`src/rtl/inst_envelope_if.sv`:
```
// Hit-event handshake between a drum trigger source and the envelope block.
// The source is the master; the envelope generator is the slave.
interface inst_envelope_if #(
    parameter int INSTRUMENT_COUNT = 3
);
    localparam int IW = (INSTRUMENT_COUNT > 1) ? $clog2(INSTRUMENT_COUNT) : 1;

    logic          hit_valid;
    logic          hit_ready;
    logic [IW-1:0] hit_inst;
    logic [6:0]    hit_velocity;

    modport master (
        output hit_valid,
        output hit_inst,
        output hit_velocity,
        input  hit_ready
    );

    modport slave (
        input  hit_valid,
        input  hit_inst,
        input  hit_velocity,
        output hit_ready
    );
endinterface

```
`src/rtl/inst_envelope.sv`:
```
// Per-instrument hit envelope: velocity hits become {active, level} bytes that
// hold for a few frames and then decay, updating once per video frame.
module inst_envelope #(
    parameter int INSTRUMENT_COUNT = 3,
    parameter int HOLD_FRAMES      = 2,
    parameter int SNAPSHOT_V       = 721
) (
    input  logic                              clk,
    input  logic                              rst,
    input  logic [10:0]                       h_count,
    input  logic [9:0]                        v_count,
    inst_envelope_if.slave                    hit,
    input  logic [9:0]                        decay_rate,
    output logic [INSTRUMENT_COUNT-1:0][7:0]  inst_intensity
);
    localparam int IW = (INSTRUMENT_COUNT > 1) ? $clog2(INSTRUMENT_COUNT) : 1;
    localparam int HW = $clog2(HOLD_FRAMES + 1);
    localparam logic [HW-1:0] HOLD_LOAD  = HW'(HOLD_FRAMES);
    localparam logic [HW-1:0] HOLD_LAST  = HW'(1);
    localparam logic [IW:0]   INST_LIMIT = (IW + 1)'(INSTRUMENT_COUNT);
    localparam logic [9:0]    TICK_LINE  = 10'(SNAPSHOT_V - 1);

    typedef enum logic [1:0] {
        IDLE  = 2'd0,
        HOLD  = 2'd1,
        DECAY = 2'd2
    } state_t;

    logic       tick_cmp;
    logic       tick_reg;
    logic       hit_ready_reg;
    logic       hit_take;
    logic [7:0] rate;
    logic       unused_rate_bits;

    // The raster compare is registered, so the frame tick is the cycle after the
    // counters read (0, SNAPSHOT_V-1); hit_ready drops for exactly that cycle.
    assign tick_cmp = (h_count == 11'd0) && (v_count == TICK_LINE);

    always_ff @(posedge clk or negedge rst) begin
        if (!rst) begin
            tick_reg      <= 1'b0;
            hit_ready_reg <= 1'b0;
        end else begin
            tick_reg      <= tick_cmp;
            hit_ready_reg <= !tick_cmp;
        end
    end

    assign hit.hit_ready    = hit_ready_reg;
    assign rate             = decay_rate[9:2];
    assign unused_rate_bits = ^decay_rate[1:0];

    // Out-of-range instruments and zero-velocity hits are accepted but dropped.
    assign hit_take = hit.hit_valid && hit_ready_reg &&
                      ({1'b0, hit.hit_inst} < INST_LIMIT) &&
                      (hit.hit_velocity != 7'd0);

    generate
        for (genvar gi = 0; gi < INSTRUMENT_COUNT; gi++) begin : g_inst
            state_t        state_reg,   state_next;
            logic [6:0]    level_reg,   level_next;
            logic [6:0]    pending_reg, pending_next;
            logic          pflag_reg,   pflag_next;
            logic [HW-1:0] hold_reg,    hold_next;
            logic [7:0]    intensity_reg;
            logic [14:0]   dec_prod;
            logic [6:0]    dec;
            logic [6:0]    step;
            logic          hit_here;

            assign hit_here = hit_take && (hit.hit_inst == IW'(gi));
            assign dec_prod = {8'd0, level_reg} * {7'd0, rate};
            assign dec      = 7'(dec_prod >> 8);
            assign step     = (dec == 7'd0) ? 7'd1 : dec;

            always_ff @(posedge clk or negedge rst) begin
                if (!rst) begin
                    state_reg     <= IDLE;
                    level_reg     <= 7'd0;
                    pending_reg   <= 7'd0;
                    pflag_reg     <= 1'b0;
                    hold_reg      <= '0;
                    intensity_reg <= 8'd0;
                end else begin
                    state_reg   <= state_next;
                    level_reg   <= level_next;
                    pending_reg <= pending_next;
                    pflag_reg   <= pflag_next;
                    hold_reg    <= hold_next;
                    if (tick_reg) begin
                        intensity_reg <= {(state_next != IDLE) && (level_next != 7'd0), level_next};
                    end
                end
            end

            always_comb begin
                state_next   = state_reg;
                level_next   = level_reg;
                pending_next = pending_reg;
                pflag_next   = pflag_reg;
                hold_next    = hold_reg;
                if (tick_reg) begin
                    if (pflag_reg) begin
                        // A retrigger always wins, even with a lower velocity.
                        level_next   = pending_reg;
                        hold_next    = HOLD_LOAD;
                        state_next   = HOLD;
                        pflag_next   = 1'b0;
                        pending_next = 7'd0;
                    end else begin
                        case (state_reg)
                            HOLD: begin
                                if (hold_reg == HOLD_LAST) begin
                                    state_next = DECAY;
                                end else begin
                                    hold_next = hold_reg - HOLD_LAST;
                                end
                            end
                            DECAY: begin
                                if (level_reg <= step) begin
                                    level_next = 7'd0;
                                    state_next = IDLE;
                                end else begin
                                    level_next = level_reg - step;
                                end
                            end
                            default: begin
                            end
                        endcase
                    end
                end else if (hit_here) begin
                    pending_next = (pflag_reg && (pending_reg > hit.hit_velocity)) ?
                                   pending_reg : hit.hit_velocity;
                    pflag_next   = 1'b1;
                end
            end

            assign inst_intensity[gi] = intensity_reg;
        end
    endgenerate
endmodule

```
`src/flat_wrapper.sv`:
```
// flat-port wrapper written by rule: the top's interface ports become plain ports
module inst_envelope_flat 
#(
    parameter int INSTRUMENT_COUNT = 3,
    parameter int HOLD_FRAMES      = 2,
    parameter int SNAPSHOT_V       = 721
)
  (clk, rst, h_count, v_count, decay_rate, inst_intensity, hit_hit_valid, hit_hit_inst, hit_hit_velocity, hit_hit_ready);
  inst_envelope_if #(.INSTRUMENT_COUNT(INSTRUMENT_COUNT)) hit_i ();
  input  logic clk;
  input  logic rst;
  input  logic [10:0] h_count;
  input  logic [9:0] v_count;
  input  logic [9:0] decay_rate;
  output logic [INSTRUMENT_COUNT-1:0][7:0] inst_intensity;
  input wire logic [$bits(hit_i.hit_valid)-1:0] hit_hit_valid;
  input wire logic [$bits(hit_i.hit_inst)-1:0] hit_hit_inst;
  input wire logic [$bits(hit_i.hit_velocity)-1:0] hit_hit_velocity;
  output wire logic [$bits(hit_i.hit_ready)-1:0] hit_hit_ready;
  assign hit_i.hit_valid = hit_hit_valid;
  assign hit_i.hit_inst = hit_hit_inst;
  assign hit_i.hit_velocity = hit_hit_velocity;
  assign hit_hit_ready = hit_i.hit_ready;
  inst_envelope #(.INSTRUMENT_COUNT(INSTRUMENT_COUNT), .HOLD_FRAMES(HOLD_FRAMES), .SNAPSHOT_V(SNAPSHOT_V)) u_core (.clk(clk), .rst(rst), .h_count(h_count), .v_count(v_count), .hit(hit_i), .decay_rate(decay_rate), .inst_intensity(inst_intensity));
endmodule
```
`config.mk`:
```
export PLATFORM = sky130hd
export DESIGN_NAME = inst_envelope_flat
export DESIGN_NICKNAME = d
export VERILOG_FILES = /design/src/rtl/inst_envelope_if.sv /design/src/rtl/inst_envelope.sv /design/src/flat_wrapper.sv
export SDC_FILE = /design/constraint.sdc
export NUM_CORES = 1
export LEC_CHECK = 0
export ABC_AREA = 1
export ABC_CLOCK_PERIOD_IN_PS = 7740
export CAP_MARGIN = 5
export CORE_MARGIN = 5
export CORE_UTILIZATION = 25
export CTS_BUF_LIST = sky130_fd_sc_hd__clkbuf_2 sky130_fd_sc_hd__clkbuf_4 sky130_fd_sc_hd__clkbuf_8
export DETAILED_ROUTE_END_ITERATION = 10
export PLACE_DENSITY = 0.4
export SETUP_SLACK_MARGIN = 0.1
export SLEW_MARGIN = 20
export SYNTH_ARGS = -nofsm -noshare
export SYNTH_HDL_FRONTEND = slang
export SYNTH_SLANG_ARGS = --single-unit
```
`constraint.sdc`:
```
create_clock -name clk -period 7.74 [get_ports clk]
set_input_delay 1.935 -clock clk [delete_from_list [all_inputs] [get_ports clk]]
set_output_delay 1.935 -clock clk [all_outputs]
set_load 0.02 [all_outputs]
```
==> metrics, run 1 <==
result of the run=completed; layout cells sized above 1=0.165; effective utilization at floorplan=0.254; data arrival time of the critical path=7.57 ns; Clk network pwr share=0.106; slew at the pin closest to its max-slew limit=0.786 ns; fin. max-slew vios=0; Startpoint Class=primary input; DRC viols=0; overall routing resource usage=0.127; required time at the worst-slack endpoint=8.00 ns; hold-critical path depth=1; CTS max path bufs=2; largest clock skew in the final design=0.00797 ns; Critical Setup Path Class=in -> reg; chip width=222 microns; cell area after layout=14200 sq um; final global-route overflow total=0; CP max stage delay=0.62 ns; RSZ-0062 raised after global routing=false; initial antenna violation count=0; number of flip-flops under the largest register name=24; met3 layer usage reported by global route=0.00977; largest net degree at the start of global routing=61; Clock Latency Late Sink=0.37 ns; worst-case reg-to-reg path depth=35; peak ir drop on the vdd network=0.122 mV; Core Footprint=44400 sq um; H-tree depth=3; most common cell after layout, fill and taps aside=nand2_1; number of buffers inserted for hold repair after clock tree synthesis=0; CTS tree=yes; library cell contributing the largest single delay on the critical path=fa_1; worst reg2reg setup slack=1.58 ns; area share of the largest cell type after synthesis=0.184; internal power consumption=0.00166 W; fraction of power consumed by sequential logic=0.178; largest area contributor in the netlist=dfrtp_1; Tmin final=7.30 ns; element type at the critical path end=flop; synthesized area per cell=7.11 sq um; number of DRC markers after the initial detailed-route iteration=292; Sinks on Clock Net=83; antenna viol nets, final=0; top flip-flop cell by instance count after synthesis=dfrtp_1; FFs w/ async S/R, synth=1.00; overall die area=49500 sq um; I/O pin total=68; clock transition at the registers of the reported paths=0.09 ns; highest-count cells in the layout ignoring fill and taps=nand2_1 (421), inv_1 (323), buf_4 (150); # rows=77; first-pass iteration count of the detailed router=7; Post-layout nets=2047; via total after detailed routing=10084; final wirelength=31600 microns; share of the clock period used by the worst path after layout=0.944; HPWL reported at the end of detailed placement=25700 microns; total of fill cells in the finished design=4866; post-synth cell types=47; cell area after synthesis=11300 sq um; Vias/cell=4.26; number of CTS-inserted buffers=9; power density over the cells=212 nW/um^2; drt wl/cell=13.4 microns; worst hold slack after final layout=0.484 ns; busiest grt layer=met2; setup_tns=0 ns; Inserted Diodes=0; sequential fraction of the synthesis area=0.184; total of max-cap violations=0; net switching power=0.00134 W; number of global-route vias before repair=10495; syn_nets=1866; Max Freq=0.137 GHz; Leak=8.12 nW; Die Span Y=222 microns; biggest area contributors in the synthesized netlist=dfrtp_1 (18%), ha_1 (17%), fa_1 (15%); layout overhead on the synthesized area=25.5%; number of enable flip-flop cells after synthesis=0; standard cell area after detailed placement=13600 sq um; GR Layer Usage met1=0.175; final estimated routing congestion in global placement=0.814; global-route track usage on met2=0.222; number of hold violations in the final report=0; cell count after synthesis=1587; Port Buf Inserts=65; YS warnings=0; final setup violation count=0; Slew HR=0.476; path class of the lowest-slack min-delay path=reg -> reg; Comb power frac=0.716; critical path peak fanout=11; count of state elements after synthesis=83; switch share=0.447; clock root cell=clkbuf_8; global-route wire length before repair=52600 microns; cell type with the highest occurrence count on the critical path=nand2_1
## cell families (layout without fill, tap and decap cells)
kind of cell | after synthesis | after routing | synth area share
AO/OA/AOI/OAI | 190 | 190 | 0.0956
XOR/XNOR | 18 | 18 | 0.0140
adder cells (fa/ha/maj) | 236 | 236 | 0.320
buffers and inverters | 385 | 571 | 0.133
flip-flops | 83 | 83 | 0.184
AND/OR/NAND/NOR | 675 | 675 | 0.254
## per-layer routing
layer  share of wire  vias up  wire length (microns)
met1            0.49     4712                  15600
met2            0.48      100                  15200
met5               0        -                      0
met3           0.018       11                    578
li1                -     5261                      -
met4          0.0064        0                    201
## layout make-up
class | count | area [sq um] | area share
clock buffers | 13 | 179 | 0.0126
clock inverters | 3 | 20.0 | 0.00141
inverters | 333 | 1250 | 0.0883
multi-input cells | 1119 | 8010 | 0.565
flip-flops and latches | 83 | 2080 | 0.147
well taps | 592 | 741 | 0.0523
repair buffers | 222 | 1890 | 0.133
## worst paths after layout
| kind | start | to |
|---|---|---|
| worst max-delay path | decay_rate[3] | u_core.g_inst[1].intensity_reg[7] |
| worst min-delay path | u_core.g_inst[1].hold_reg[0] | u_core.g_inst[1].hold_reg[0] |
| worst max register to register | u_core.g_inst[1].level_reg[5] | u_core.g_inst[1].intensity_reg[7] |
| worst min register to register | u_core.g_inst[1].hold_reg[0] | u_core.g_inst[1].hold_reg[0] |
| max in group asynchronous | rst | u_core.g_inst[1].level_reg[1] |
| min in group asynchronous | rst | u_core.g_inst[0].hold_reg[0] |
## power groups by stage
stage / combinational, W / sequential [W] / clock, W
final: 0.00214 / 0.000534 / 0.000318
after global routing: 0.00245 / 0.000541 / 0.000347
after CTS: 0.00203 / 0.000534 / 0.000333
after detailed placement: 0.00200 / 0.000543 / 0
after global placement: 0.00201 / 0.000543 / 0
after floorplan: 0.00125 / 0.000526 / 0
## worst max-delay path: cells and delay by family
kind	cells	cell delay, ns
adder cells (fa/ha/maj)	7	2.95
XOR/XNOR	1	0.21
buffers and inverters	5	0.65
AND/OR/NAND/NOR	19	1.65
AO/OA/AOI/OAI	1	0.15
## synthesized netlist by cell type, drive strengths merged (10+ instances only)
cell,n
a21oi,88
buf,20
clkbuf,32
dfrtp,83
fa,87
ha,149
inv,330
nand2,463
nand3,61
nand3b,10
nand4,20
nor2,104
o21ai,72
xor2,12
## metrics by stage
step | setup WS (ns) | utilization | total power (W) | cells
floorplan | 0.396 | - | 0.00178 | 1587
finish | 0.437 | 0.319 | 0.00300 | 2365
global placement | -0.468 | 0.305 | 0.00255 | 2343
CTS | 0.0643 | 0.311 | 0.00290 | 2359
global route | 0.0855 | 0.319 | 0.00334 | 2365
detailed placement | -0.508 | 0.305 | 0.00254 | 2343
## timing repair
item                                    4_1_cts  5_1_grt
cloned                                        0        1
gates resized for setup                      13       79
endpoints found under the setup margin        3       40
pin swaps                                     0       30
setup buffers                                 0        5
Note: power is estimated with default switching activity, not from simulation.
==> inputs of run 2 (changes only) <==
--- a/config.mk
+++ b/config.mk
@@ -14,6 +14,7 @@
 export DETAILED_ROUTE_END_ITERATION = 10
 export PLACE_DENSITY = 0.4
 export SETUP_SLACK_MARGIN = 0.1
+export SKIP_CTS_REPAIR_TIMING = 1
 export SLEW_MARGIN = 20
 export SYNTH_ARGS = -nofsm -noshare
 export SYNTH_HDL_FRONTEND = slang
==> run 2 against run 1 <==
Count of clock-buffer cells in the layout unchanged. Die area unchanged. Largest cell class unchanged. Flip-flop and latch count unchanged. Sequential share of layout area about the same. Clock power about the same. Critical path type unchanged. First-iteration DRC count up 5.8%. Maximum frequency up 0.44%. Largest power group unchanged. Combinational power about the same. Cell count about the same. Wire length about the same. Cell area about the same.
==> metrics, run 2 (synthesis gave the netlist of run 1 again) <==
most common cell after layout, fill and taps aside=nand2_1; highest-count cells in the layout ignoring fill and taps=nand2_1 (421), inv_1 (322), buf_4 (152); chip width=222 microns (unchanged); element type at the critical path end=flop; Port Buf Inserts=65 (unchanged); cell type with the highest occurrence count on the critical path=nand2_1; # rows=77 (unchanged); final global-route overflow total=0 (unchanged); effective utilization at floorplan=0.254 (unchanged); H-tree depth=3 (unchanged); CTS tree=yes; Die Span Y=222 microns (unchanged); largest clock skew in the final design=0.00902 ns (+0.00104 ns); Sinks on Clock Net=83 (unchanged); number of hold violations in the final report=0 (unchanged); overall die area=49500 sq um (unchanged); Max Freq=0.138 GHz (+0.44%); setup_tns=0 ns (unchanged); clock root cell=clkbuf_8; CTS max path bufs=2 (unchanged); number of CTS-inserted buffers=9 (unchanged); path class of the lowest-slack min-delay path=reg -> reg; Critical Setup Path Class=in -> reg; final wirelength=31600 microns (about the same); Vias/cell=4.26 (-0.17%); Slew HR=0.472 (-0.00429); Tmin final=7.27 ns (-0.0321 ns); layout cells sized above 1=0.164 (-0.000749); DRC viols=0 (unchanged); RSZ-0062 raised after global routing=false; flip-flop and latch area=2080 sq um (unchanged); via total after detailed routing=10075 (-0.089%); antenna viol nets, final=0 (unchanged); first-pass iteration count of the detailed router=6 (-1); Post-layout nets=2049 (+0.098%); share of the clock period used by the worst path after layout=0.939 (-0.00414); initial antenna violation count=0 (unchanged); clock transition at the registers of the reported paths=0.09 ns (about the same); total of fill cells in the finished design=4868 (+0.041%); final setup violation count=0 (unchanged); HPWL reported at the end of detailed placement=25700 microns (unchanged); number of global-route vias before repair=10492 (-0.029%); Inserted Diodes=0 (unchanged); largest net degree at the start of global routing=61 (unchanged); required time at the worst-slack endpoint=8.00 ns (about the same); final critical-path setup slack=0.469 ns (+0.0321 ns); slew at the pin closest to its max-slew limit=0.792 ns (+0.00644 ns); drt wl/cell=13.3 microns (about the same); final estimated routing congestion in global placement=0.814 (unchanged); I/O pin total=68 (unchanged); peak ir drop on the vdd network=0.121 mV (about the same); overall routing resource usage=0.127 (about the same); Leak=8.15 nW (+0.28%); number of flip-flops under the largest register name=24 (unchanged); Clock Latency Late Sink=0.36 ns (about the same); number of DRC markers after the initial detailed-route iteration=309 (+5.8%); result of the run=completed; layout overhead on the synthesized area=25.5% (about the same); post-place setup slack=-0.508 ns (unchanged); total area of multi-input combinational cells=7980 sq um (-0.30%); critical path peak fanout=5 (-6); Startpoint Class=primary input; library cell contributing the largest single delay on the critical path=fa_1; Core Footprint=44400 sq um (unchanged); CP max stage delay=0.55 ns (-0.07 ns); data arrival time of the critical path=7.53 ns (-0.04 ns); total of max-cap violations=0 (unchanged); fin. max-slew vios=0 (unchanged); power density over the cells=211 nW/um^2 (-0.44%); global-route wire length before repair=52600 microns (about the same)
## run 2: worst max-delay path, delay by kind of cell
| kind | cells | cell delay (ns) |
|---|---|---|
| adder cells (fa/ha/maj) | 7 | 2.74 |
| AND/OR/NAND/NOR | 15 | 1.16 |
| buffers and inverters | 7 | 0.97 |
| AO/OA/AOI/OAI | 2 | 0.41 |
| XOR/XNOR | 2 | 0.33 |
## run 2: where the power goes
| group | total [W] | internal (W) | leakage (nW) | switching (W) |
|---|---|---|---|---|
| Sequential | 0.000534 | 0.000487 | 0.924 | 0.0000477 |
| Clock | 0.000317 | 0.000151 | 0.0977 | 0.000165 |
| Combinational | 0.00213 | 0.00101 | 7.12 | 0.00112 |
| Total | 0.00298 | 0.00165 | 8.15 | 0.00134 |
## run 2: final cells by class
type                    count  share of cell area
multi-input cells        1119               0.564
flip-flops and latches     83               0.147
repair buffers            224               0.135
inverters                 333              0.0882
well taps                 592              0.0523
clock buffers              13              0.0126
clock inverters             3             0.00141
## run 2: path summary, 6_finish.rpt
kind,from,to,slack [ns],cells after the start
max in group asynchronous,rst,u_core.g_inst[1].level_reg[1],5.19,2
setup / recovery,decay_rate[9],u_core.g_inst[2].intensity_reg[7],0.47,33
min in group asynchronous,rst,u_core.g_inst[0].hold_reg[0],1.45,1
hold / removal,u_core.g_inst[1].hold_reg[0],u_core.g_inst[1].hold_reg[0],0.48,1
setup reg to reg,u_core.g_inst[1].level_reg[6],u_core.g_inst[1].intensity_reg[7],1.60,35
hold reg to reg,u_core.g_inst[1].hold_reg[0],u_core.g_inst[1].hold_reg[0],0.48,1
## run 2: per-layer routing
metal | GRT usage | up-vias | wire, microns
met5 | 0 | - | 0
li1 | - | 5266 | -
met3 | 0.0103 | 9 | 543
met4 | 0.0206 | 0 | 198
met1 | 0.175 | 4701 | 15700
met2 | 0.222 | 99 | 15200
## run 2: stage by stage
stage	std cells	util	total power [W]	area, sq um	hold WS (ns)
3_5_place_dp	2343	0.305	0.00254	13600	0.464
2_1_floorplan	1587	-	0.00178	11300	0.451
6_report	2367	0.319	0.00298	14200	0.484
5_1_grt	2367	0.319	0.00332	14200	0.504
4_1_cts	2359	0.310	0.00289	13800	0.484
3_3_place_gp	2343	0.305	0.00255	13600	0.463
==> inputs of run 3 (changes only) <==
--- a/config.mk
+++ b/config.mk
@@ -13,7 +13,7 @@
 export CTS_BUF_LIST = sky130_fd_sc_hd__clkbuf_2 sky130_fd_sc_hd__clkbuf_4 sky130_fd_sc_hd__clkbuf_8
 export DETAILED_ROUTE_END_ITERATION = 10
 export PLACE_DENSITY = 0.4
-export SETUP_SLACK_MARGIN = 0.1
+export SETUP_SLACK_MARGIN = 0.3
 export SKIP_CTS_REPAIR_TIMING = 1
 export SLEW_MARGIN = 20
 export SYNTH_ARGS = -nofsm -noshare
==> run 3 against run 2 <==
Global-route usage is the same. Critical path type unchanged. Critical endpoint is now u_core.g_inst[1].intensity_reg[7]. Sequential power is essentially flat. Register-to-register slack gained 0.06 ns. Hold slack is essentially flat. Non-clock buffer count grew 5. Wire length grew 0.59%. Via count grew 0.22%. Combinational power grew 4%. Flip-flop and latch count is the same. Core utilization grew 0.34 points. First-iteration DRC count grew 1.6%. Die area is the same.
==> metrics, run 3 (synthesis gave the netlist of run 1 again) <==
I/O pin total=68 (unchanged); number of global-route vias before repair=10492 (unchanged); layout cells sized above 1=0.185 (+0.0209); final setup violation count=0 (unchanged); overall die area=49500 sq um (unchanged); Slew HR=0.470 (-0.00203); CP max stage delay=0.49 ns (-0.06 ns); DRC viols=0 (unchanged); fin. max-slew vios=0 (unchanged); Sinks on Clock Net=83 (unchanged); Critical Setup Path Class=in -> reg; HPWL reported at the end of detailed placement=25700 microns (unchanged); power density over the cells=214 nW/um^2 (+1.6%); number of CTS-inserted buffers=9 (unchanged); total of max-cap violations=0 (unchanged); drt wl/cell=13.4 microns (+0.38%); first-pass iteration count of the detailed router=5 (-1); cell type with the highest occurrence count on the critical path=nand2_1; effective utilization at floorplan=0.254 (unchanged); setup_tns=0 ns (unchanged); layout overhead on the synthesized area=26.9%; Post-layout nets=2054 (+0.24%); slew at the pin closest to its max-slew limit=0.795 ns (+0.00304 ns); final global-route overflow total=0 (unchanged); Leak=8.13 nW (-0.14%); fin util=0.322 (+0.00341); Vias/cell=4.26 (about the same); Port Buf Inserts=65 (unchanged); via total after detailed routing=10097 (+0.22%); Die Span Y=222 microns (unchanged); Inserted Diodes=0 (unchanged); Core Footprint=44400 sq um (unchanged); required time at the worst-slack endpoint=8.01 ns (about the same); # rows=77 (unchanged); total of fill cells in the finished design=4860 (-0.16%); Clock Latency Late Sink=0.37 ns (about the same); non-filler instance count after layout=2372 (+0.21%); initial antenna violation count=0 (unchanged); antenna viol nets, final=0 (unchanged); total power=0.00306 W (+2.7%); critical path peak fanout=5 (unchanged); final estimated routing congestion in global placement=0.814 (unchanged); worst hold slack after final layout=0.484 ns (+0.0000130 ns); number of hold violations in the final report=0 (unchanged); Startpoint Class=primary input; CTS max path bufs=2 (unchanged); share of the clock period used by the worst path after layout=0.929 (-0.0109); clock root cell=clkbuf_8; number of flip-flops under the largest register name=24 (unchanged); peak ir drop on the vdd network=0.123 mV (+1.5%); path class of the lowest-slack min-delay path=reg -> reg; number of buffer and inverter stages on the critical path=4 (-3); kind of cell adding the most delay to the critical path=adder cells; result of the run=completed; number of DRC markers after the initial detailed-route iteration=314 (+1.6%); chip width=222 microns (unchanged); clock transition at the registers of the reported paths=0.09 ns (about the same); number of placed cells counting well taps=2343 (unchanged); data arrival time of the critical path=7.45 ns (-0.08 ns); RSZ-0062 raised after global routing=true; largest net degree at the start of global routing=61 (unchanged); highest-count cells in the layout ignoring fill and taps=nand2_1 (413), inv_1 (312), buf_4 (151); global-route wire length before repair=52600 microns (unchanged); CTS tree=yes; element type at the critical path end=flop; Tmin final=7.19 ns (-0.0844 ns); H-tree depth=3 (unchanged); library cell contributing the largest single delay on the critical path=fa_1; overall routing resource usage=0.127 (unchanged); worst reg2reg setup slack=1.66 ns (+0.06 ns); Max Freq=0.139 GHz (+1.2%); final wirelength=31800 microns (+0.59%); largest clock skew in the final design=0.00898 ns (-0.0000323 ns); most common cell after layout, fill and taps aside=nand2_1
run 3: cell types whose count changed in the layout (fill, tap and decap cells not counted), sizes merged:
| cell | previous run | this run |
|---|---|---|
| dlymetal6s2s | 7 | 2 |
| buf | 159 | 165 |
| clkbuf | 14 | 18 |
run 3: per-stage QoR:
stage | setup slack (ns) | instance area (sq um)
floorplan | 0.396 | 11300
global placement | -0.468 | 13600
CTS | -0.137 | 13800
finish | 0.553 | 14300
global route | 0.232 | 14300
detailed placement | -0.508 | 13600
run 3: cell type report:
cell class                      count  area (sq um)  share of cell area
Clock buffer                       13           179              0.0125
Clock inverter                      3          20.0             0.00140
Inverter                          333          1250              0.0873
Multi-Input combinational cell   1119          8110               0.566
Sequential cell                    83          2080               0.145
Tap cell                          592           741              0.0517
Timing Repair Buffer              229          1940               0.136
run 3: path summary, 6_finish.rpt:
path,start,end,cells after the start
worst min register to register,u_core.g_inst[1].hold_reg[0],u_core.g_inst[1].hold_reg[0],1
max in group asynchronous,rst,u_core.g_inst[1].level_reg[1],2
min in group asynchronous,rst,u_core.g_inst[0].hold_reg[0],1
worst max-delay path,decay_rate[9],u_core.g_inst[1].intensity_reg[7],32
worst min-delay path,u_core.g_inst[1].hold_reg[0],u_core.g_inst[1].hold_reg[0],1
worst max register to register,u_core.g_inst[1].level_reg[5],u_core.g_inst[1].intensity_reg[7],33
run 3: power breakdown:
group	leakage (nW)	total [W]	switching [W]	internal, W
logic	7.11	0.00221	0.00116	0.00106
clock network	0.0977	0.000318	0.000167	0.000151
registers	0.924	0.000534	0.0000473	0.000487
total	8.13	0.00306	0.00137	0.00169
run 3: per-layer routing:
metal  track usage  part of all wire
met1         0.175              0.49
met2         0.222              0.48
met3        0.0103             0.017
met4        0.0206            0.0062
met5             0                 0
